--- config.mk ---
export PLATFORM = sky130hd
export DESIGN_NAME = mem_port_arbiter
export DESIGN_NICKNAME = d
export VERILOG_FILES = /design/src/rtl/mem_port_arbiter.sv
export SDC_FILE = /design/constraint.sdc
export NUM_CORES = 1
export LEC_CHECK = 0
export CORE_AREA = 5 5 284 286
export CTS_CLUSTER_SIZE = 12
export DETAILED_ROUTE_END_ITERATION = 10
export DIE_AREA = 0 0 289 291
export PLACE_DENSITY_LB_ADDON = 0.15
export REMOVE_ABC_BUFFERS = 1
export SKIP_CTS_REPAIR_TIMING = 1
export SYNTH_ARGS = -nofsm -noshare
export SYNTH_HDL_FRONTEND = slang
export SYNTH_SLANG_ARGS = --single-unit
--- constraint.sdc ---
create_clock -name clk -period 1.74 [get_ports clk]
set_input_delay 0.348 -clock clk [delete_from_list [all_inputs] [get_ports clk]]
set_output_delay 0.348 -clock clk [all_outputs]
set_load 0.005 [all_outputs]
--- src/rtl/mem_port_arbiter.sv ---
// Round-robin arbiter sharing one main-memory port between the I-cache and D-cache.
// One transaction at a time: IDLE -> GRANT_x (until mem_ready) -> DONE -> IDLE.
module mem_port_arbiter #(
    parameter int unsigned ADDR_W = 28,
    parameter int unsigned DATA_W = 128
) (
    input  logic              clk,
    input  logic              rst,
    input  logic              ic_read,
    input  logic [ADDR_W-1:0] ic_addr,
    output logic [DATA_W-1:0] ic_rdata,
    output logic              ic_ready,
    input  logic              dc_read,
    input  logic              dc_write,
    input  logic [ADDR_W-1:0] dc_addr,
    input  logic [DATA_W-1:0] dc_wdata,
    output logic [DATA_W-1:0] dc_rdata,
    output logic              dc_ready,
    output logic              mem_read,
    output logic              mem_write,
    output logic [ADDR_W-1:0] mem_addr,
    output logic [DATA_W-1:0] mem_wdata,
    input  logic [DATA_W-1:0] mem_rdata,
    input  logic              mem_ready,
    output logic              busy
);

    typedef enum logic [1:0] {
        IDLE     = 2'd0,
        GRANT_IC = 2'd1,
        GRANT_DC = 2'd2,
        DONE     = 2'd3
    } state_t;

    state_t state;
    logic   last_grant;   // 0 = IC won last, 1 = DC won last

    logic ic_req;
    logic dc_req;
    logic pick_dc;

    // On a tie the requester that did not win last time is chosen.
    always_comb begin
        ic_req  = ic_read;
        dc_req  = dc_read | dc_write;
        pick_dc = dc_req & (~ic_req | ~last_grant);
    end

    always_ff @(posedge clk) begin
        if (rst) begin
            state      <= IDLE;
            last_grant <= 1'b1;
            mem_read   <= 1'b0;
            mem_write  <= 1'b0;
            mem_addr   <= '0;
            mem_wdata  <= '0;
            ic_rdata   <= '0;
            dc_rdata   <= '0;
            ic_ready   <= 1'b0;
            dc_ready   <= 1'b0;
            busy       <= 1'b0;
        end else begin
            case (state)
                IDLE: begin
                    if (ic_req || dc_req) begin
                        busy <= 1'b1;
                        if (pick_dc) begin
                            state      <= GRANT_DC;
                            last_grant <= 1'b1;
                            // A simultaneous read+write from DC is a write-back.
                            mem_read   <= ~dc_write;
                            mem_write  <= dc_write;
                            mem_addr   <= dc_addr;
                            mem_wdata  <= dc_wdata;
                        end else begin
                            state      <= GRANT_IC;
                            last_grant <= 1'b0;
                            mem_read   <= 1'b1;
                            mem_write  <= 1'b0;
                            mem_addr   <= ic_addr;
                            mem_wdata  <= '0;
                        end
                    end
                end
                GRANT_IC: begin
                    if (mem_ready) begin
                        mem_read  <= 1'b0;
                        mem_write <= 1'b0;
                        ic_rdata  <= mem_rdata;
                        ic_ready  <= 1'b1;
                        state     <= DONE;
                    end
                end
                GRANT_DC: begin
                    if (mem_ready) begin
                        mem_read  <= 1'b0;
                        mem_write <= 1'b0;
                        if (mem_read) begin
                            dc_rdata <= mem_rdata;
                        end
                        dc_ready  <= 1'b1;
                        state     <= DONE;
                    end
                end
                DONE: begin
                    // Requests are deliberately not sampled here.
                    ic_ready <= 1'b0;
                    dc_ready <= 1'b0;
                    busy     <= 1'b0;
                    state    <= IDLE;
                end
                default: begin
                    state <= IDLE;
                end
            endcase
        end
    end

endmodule

==> impl_metrics.toml, run 1 <==
[yosys]
synth_edf_count = 0
synth.top_cell.area_share_pct = 56.4
synth_cell_type_count = 32
yosysSeqAreaShare_pct = 56.4
synth_area_leaders = "dfxtp_1 (56%), nand2_1 (14%), a21oi_1 (8.8%)"
avgSynthCellArea_um2 = 8.43
synth_async_sr_flop_share_pct = 0
synth_top_area_cell = "dfxtp_1"
synth_area_um2 = 14900
syn_inst = 1768
yosys_warnings = 0
ys_seq_elements = 420
synthFlopType = "dfxtp_1"

[clock_network]
cts_tree = "built"
htree_levels = 2
clockBufferDepth = 3
insertion_delay_ps = 580
clkSlewWorstSetupHoldPaths_ps = 60
cts-buffers-inserted = 52
cts_root_buffer = "clkbuf_16"
cts.sinks = 420

[global_route]
grt.total_usage_pct = 15.9
grt_max_degree = 118
grt_pass1_vias = 16000
overflow = 0
antenna_found_initial = 9
grt_first_pass_wirelength_um = 103000

[power_and_ir_drop]
vdd.ir_drop.worst_mv = 1.40
powerDensity_nw_per_um2 = 1210
power.leakage_nw = 16.3

[outcome]
status = "completed"

[final_layout]
area_growth_pct = 80.8
fillCellCount = 8121
register_area_um2 = 8430
drive_gt1_share_pct = 8.68
final_area_um2 = 26900
final_nets = 2831
postLayoutCoreUtil_pct = 34.5
multi_input_area_um2 = 5750

[worst_setup_path]
startpoint_type = "register"
cp_slowest_cell = "a32oi_1"
worstPathRequired_ps = 2200
cp_max_fo = 117
cp_num_buf_inv = 2
cp_cell_sequence = "inv_1, ha_4, buf_16, a32oi_1, nor2_1"
startpoint = "state[1]"
critPathTopFamily = "compound AO/OA/AOI/OAI gates"
r2r-start = "state[1]"
slowest_delay_ps = 380
worst-setup-path-type = "reg2reg"
endpoint_kind = "register"
cp.arrival_ps = 2170

[floorplanning]
die-area_um2 = 84100
num_rows = 103
start_util_pct = 19.1
core_um2 = 78100
die_w_um = 289
pin_count = 735
die_h_um = 291

[timing]
maxSlewViolCount = 0
max_slew_margin_pct = 54.6
hold_viol = 0
postLayoutSetupSlackWorst_ps = 32.4
setup_viol = 0
fin_crit_ps = 1710
worst_pin_slew_ps = 681
setup_tns_ps = 0
skew_ps = 15.4
period_share_pct = 98.1
fmax_mhz = 586

[drt]
met2RoutedLength_um = 34900
drcViolationCount = 0
drt-met1-wl_um = 26700
vias = 15500
highest_layer = "met5"
drtAntennaViolNets = 0
avgRoutedWirePerCell_um = 19.7
first_iter_violations = 634
routed_wirelength_um = 71000
via_per_inst = 4.29
wl_met3_um = 6840
firstDrtPassIters = 5

[place]
globalplace.congestion = 0.812
placed_cell_area_um2 = 24200
dp_slack_ps = -257
io_buffer_count = 734
post-dp-hpwl_um = 53000

[worst_hold_path]
hold_path_class = "in2reg"
min_from = "rst"

[flow_run]
maxCapViolations = 0
[worst paths after layout]
| kind | slack [ps] | to | cells after the start |
|---|---|---|---|
| max | 30 | mem_wdata[126] | 5 |
| min | 100 | dc_rdata[86] | 2 |
| max reg2reg | 30 | mem_wdata[126] | 5 |
| min reg2reg | 450 | dc_rdata[115] | 2 |
[metal layers]
layer	up-vias	track usage [%]
met5	-	0
met4	6	5.25
li1	7486	-
met3	124	5.93
met1	7241	17.5
met2	609	28.1
[where the power goes]
group / total (mW) / internal, mW / leakage, nW / switching [mW]
registers: 11.7 / 11.0 / 3.42 / 0.727
logic: 10.5 / 5.05 / 12.1 / 5.49
clock network: 10.4 / 6.18 / 0.796 / 4.22
[logic make-up after synthesis]
kind of cell | after synthesis | share of synthesized area [%]
simple gates | 716 | 18.3
compound gates | 460 | 19.4
flops | 420 | 56.4
buf+inv | 164 | 5.26
fa+ha+maj | 5 | 0.420
mux | 3 | 0.202
[area by class of cell]
cell class,instances,area share (%)
Clock inverter,9,0.283
Inverter,4,0.0558
Antenna cell,6,0.0558
Tap cell,1050,4.88
Timing Repair Buffer,846,36.3
Sequential cell,420,31.3
Clock buffer,82,5.74
Multi-Input combinational cell,1184,21.4
[worst register-to-register path, delay by kind of cell (launching register included)]
| family | cells | cell delay (ps) |
|---|---|---|
| compound gates | 1 | 600 |
| flops | 1 | 370 |
| buf+inv | 2 | 330 |
| fa+ha+maj | 1 | 240 |
| simple gates | 1 | 60 |
[sequential cells by signal, indices dropped and copies added (netlist names), 2 cells and up]
register,flops
mem_wdata,128
mem_addr,28
state,2
dc_rdata,128
ic_rdata,128
[metrics by stage]
stage / total power, mW / cells / hold WS [ps]
finish: 32.6 / 3601 / 100
global route: 34.6 / 3600 / 83.9
CTS: 33.6 / 3595 / 62.4
detailed placement: 22.9 / 3504 / 444
global placement: 22.7 / 3504 / 441
floorplan: 14.4 / 1608 / 417
[synth_stat cells (2+ instances only)]
master,number
nand2_1,574
dfxtp_1,420
a21oi_1,261
nor2_1,130
a32oi_1,128
buf_2,80
clkbuf_1,53
o21ai_0,33
a31oi_1,28
buf_4,18
buf_1,9
ha_1,5
inv_1,4
mux2i_1,3
nor2b_1,3
a21boi_0,2
nand3_1,2
[cell usage in the layout (no fill, tap or decap), drive strengths merged, types with 2 or more instances in the layout]
master	synthesis	routed
a21boi	2	2
nand3	2	2
clkbuf	53	83
a31oi	28	28
nand2	574	574
buf	107	113
ha	5	5
nor2b	3	3
dfxtp	420	420
diode	0	6
o21ai	34	34
clkdlybuf4s50	0	316
mux2i	3	3
inv	4	5
nor2	130	130
clkinv	0	6
a32oi	128	128
a21oi	261	261
dlymetal6s2s	0	416
(Power assumes the default switching activity.)
==> run 2, diff against run 1 <==
PLACE_DENSITY_LB_ADDON = 0.2   (was 0.15)
clock period = 1.94 ns   (was 1.74 ns; I/O delays follow)
==> run 2 against run 1 <==
Against the previous run:
- die area did not move
- setup slack improved by 24 ps
- critical path type is now reg2out
- largest cell class unchanged
- clock power fell by 9%
- combinational power fell by 7%
- via count fell by 0.47%
- count of clock-buffer cells in the layout fell by 2
==> impl_metrics.toml, run 2 (synthesis results as in run 1) <==
[timing]
fmax_mhz = 531
setup_viol = 0
skew_ps = 10.8
max_slew_margin_pct = 60.7
postLayoutSetupSlackWorst_ps = 56.2
rsz0062_at_grt = "false"
hold_viol = 0
maxSlewViolCount = 0
fin_crit_ps = 1880
hold_ws_ps = 119
period_share_pct = 97.1
worst_pin_slew_ps = 590

[final_layout]
top_regs = "dc_rdata (128), ic_rdata (128), mem_wdata (128)"
drive_gt1_share_pct = 7.11
layout_commonest_cell = "clkdlybuf4s50_1"
register_area_um2 = 8410
final_nets = 2805
postLayoutCoreUtil_pct = 32.9
multi_input_area_um2 = 5750
final_cell_mix = "clkdlybuf4s50_1 (713), nand2_1 (573), dfxtp_1 (418)"
fillCellCount = 8184
area_growth_pct = 72.5

[floorplanning]
core_um2 = 78100
num_rows = 103
die_h_um = 291
start_util_pct = 19.1
pin_count = 735
die_w_um = 289
die-area_um2 = 84100

[clock_network]
insertion_delay_ps = 570
cts_root_buffer = "clkbuf_16"
cts-buffers-inserted = 50
clockBufferDepth = 3
clkSlewWorstSetupHoldPaths_ps = 60
htree_levels = 2
cts_tree = "built"
cts.sinks = 420

[worst_hold_path]
min_from = "rst"
hold_path_class = "in2reg"
hold_depth = 2
hold_end = "ic_rdata[12]"

[worst_setup_path]
cp.arrival_ps = 1500
critPathTopFamily = "buffers and inverters"
cp_num_buf_inv = 1
slowest_delay_ps = 590
cp_slowest_cell = "clkdlybuf4s50_1"
worst-setup-path-type = "reg2out"
cp_cell_sequence = "clkdlybuf4s50_1"
startpoint_type = "register"
r2r_slack_ps = 150
r2r-start = "state[0]"
cp_max_fo = 2
rr_worst_depth = 7
rr_endpoint = "dc_rdata[10]"
endpoint_kind = "output pin"
worstPathRequired_ps = 1550

[outcome]
status = "completed"

[global_route]
antenna_found_initial = 10
grt_first_pass_wirelength_um = 101000
grt_max_degree = 106
grt_pass1_vias = 15900
grt.total_usage_pct = 15.5
overflow = 0

[drt]
drcViolationCount = 0
avgRoutedWirePerCell_um = 19.2
first_iter_violations = 599
via_per_inst = 4.30
drtAntennaViolNets = 0
vias = 15400
routed_wirelength_um = 68800
firstDrtPassIters = 5

[power_and_ir_drop]
vdd.ir_drop.worst_mv = 1.03
powerDensity_nw_per_um2 = 1160
power.leakage_nw = 9.17

[place]
dp_slack_ps = -166
globalplace.congestion = 0.798
io_buffer_count = 734
post-dp-hpwl_um = 50800

[flow_run]
maxCapViolations = 0
## run 2: cell type report
cell class / instances / area share (%)
diodes: 8 / 0.0779
clock buffers: 80 / 6.10
clock inverters: 9 / 0.385
inverters: 4 / 0.0584
multi-input cells: 1184 / 22.4
flip-flops and latches: 420 / 32.7
well taps: 1050 / 5.11
repair buffers: 822 / 33.2
## run 2: how the worst max path moves through the flow
stage | slack, ps | to | depth (start not counted) | from
final | 60 | busy | 1 | busy
after global routing | 3 | mem_wdata[82] | 1 | mem_wdata[82]
after CTS | -140 | mem_wdata[85] | 1 | mem_wdata[85]
after detailed placement | -170 | mem_addr[1] | 6 | ic_read
after global placement | -130 | mem_addr[18] | 6 | ic_read
after floorplan | -3530 | last_grant | 4 | state[0]
## run 2: where the power goes
| part | switching [mW] | internal [mW] | leakage (nW) |
|---|---|---|---|
| clock network | 3.72 | 5.76 | 0.825 |
| registers | 0.656 | 9.83 | 3.41 |
| logic | 4.93 | 4.79 | 4.93 |
## run 2: metal layers
layer | track usage, % | vias up | part of all wire (%)
met2 | 27.9 | 573 | 51
met4 | 5.22 | 4 | 2.6
li1 | - | 7438 | -
met5 | 0 | - | 0.049
met1 | 16.9 | 7285 | 38
met3 | 5.16 | 93 | 8.6
## run 2: metrics by stage
step           TNS, ps  cells  cell area, um^2  total power, mW
2_1_floorplan  -847930   1608            14100             13.2
3_3_place_gp     -4900   3480            24000             20.4
3_5_place_dp     -9860   3480            24000             20.5
4_1_cts          -1030   3569            25600             30.3
5_1_grt              0   3573            25700             31.4
6_report             0   3577            25700             29.7
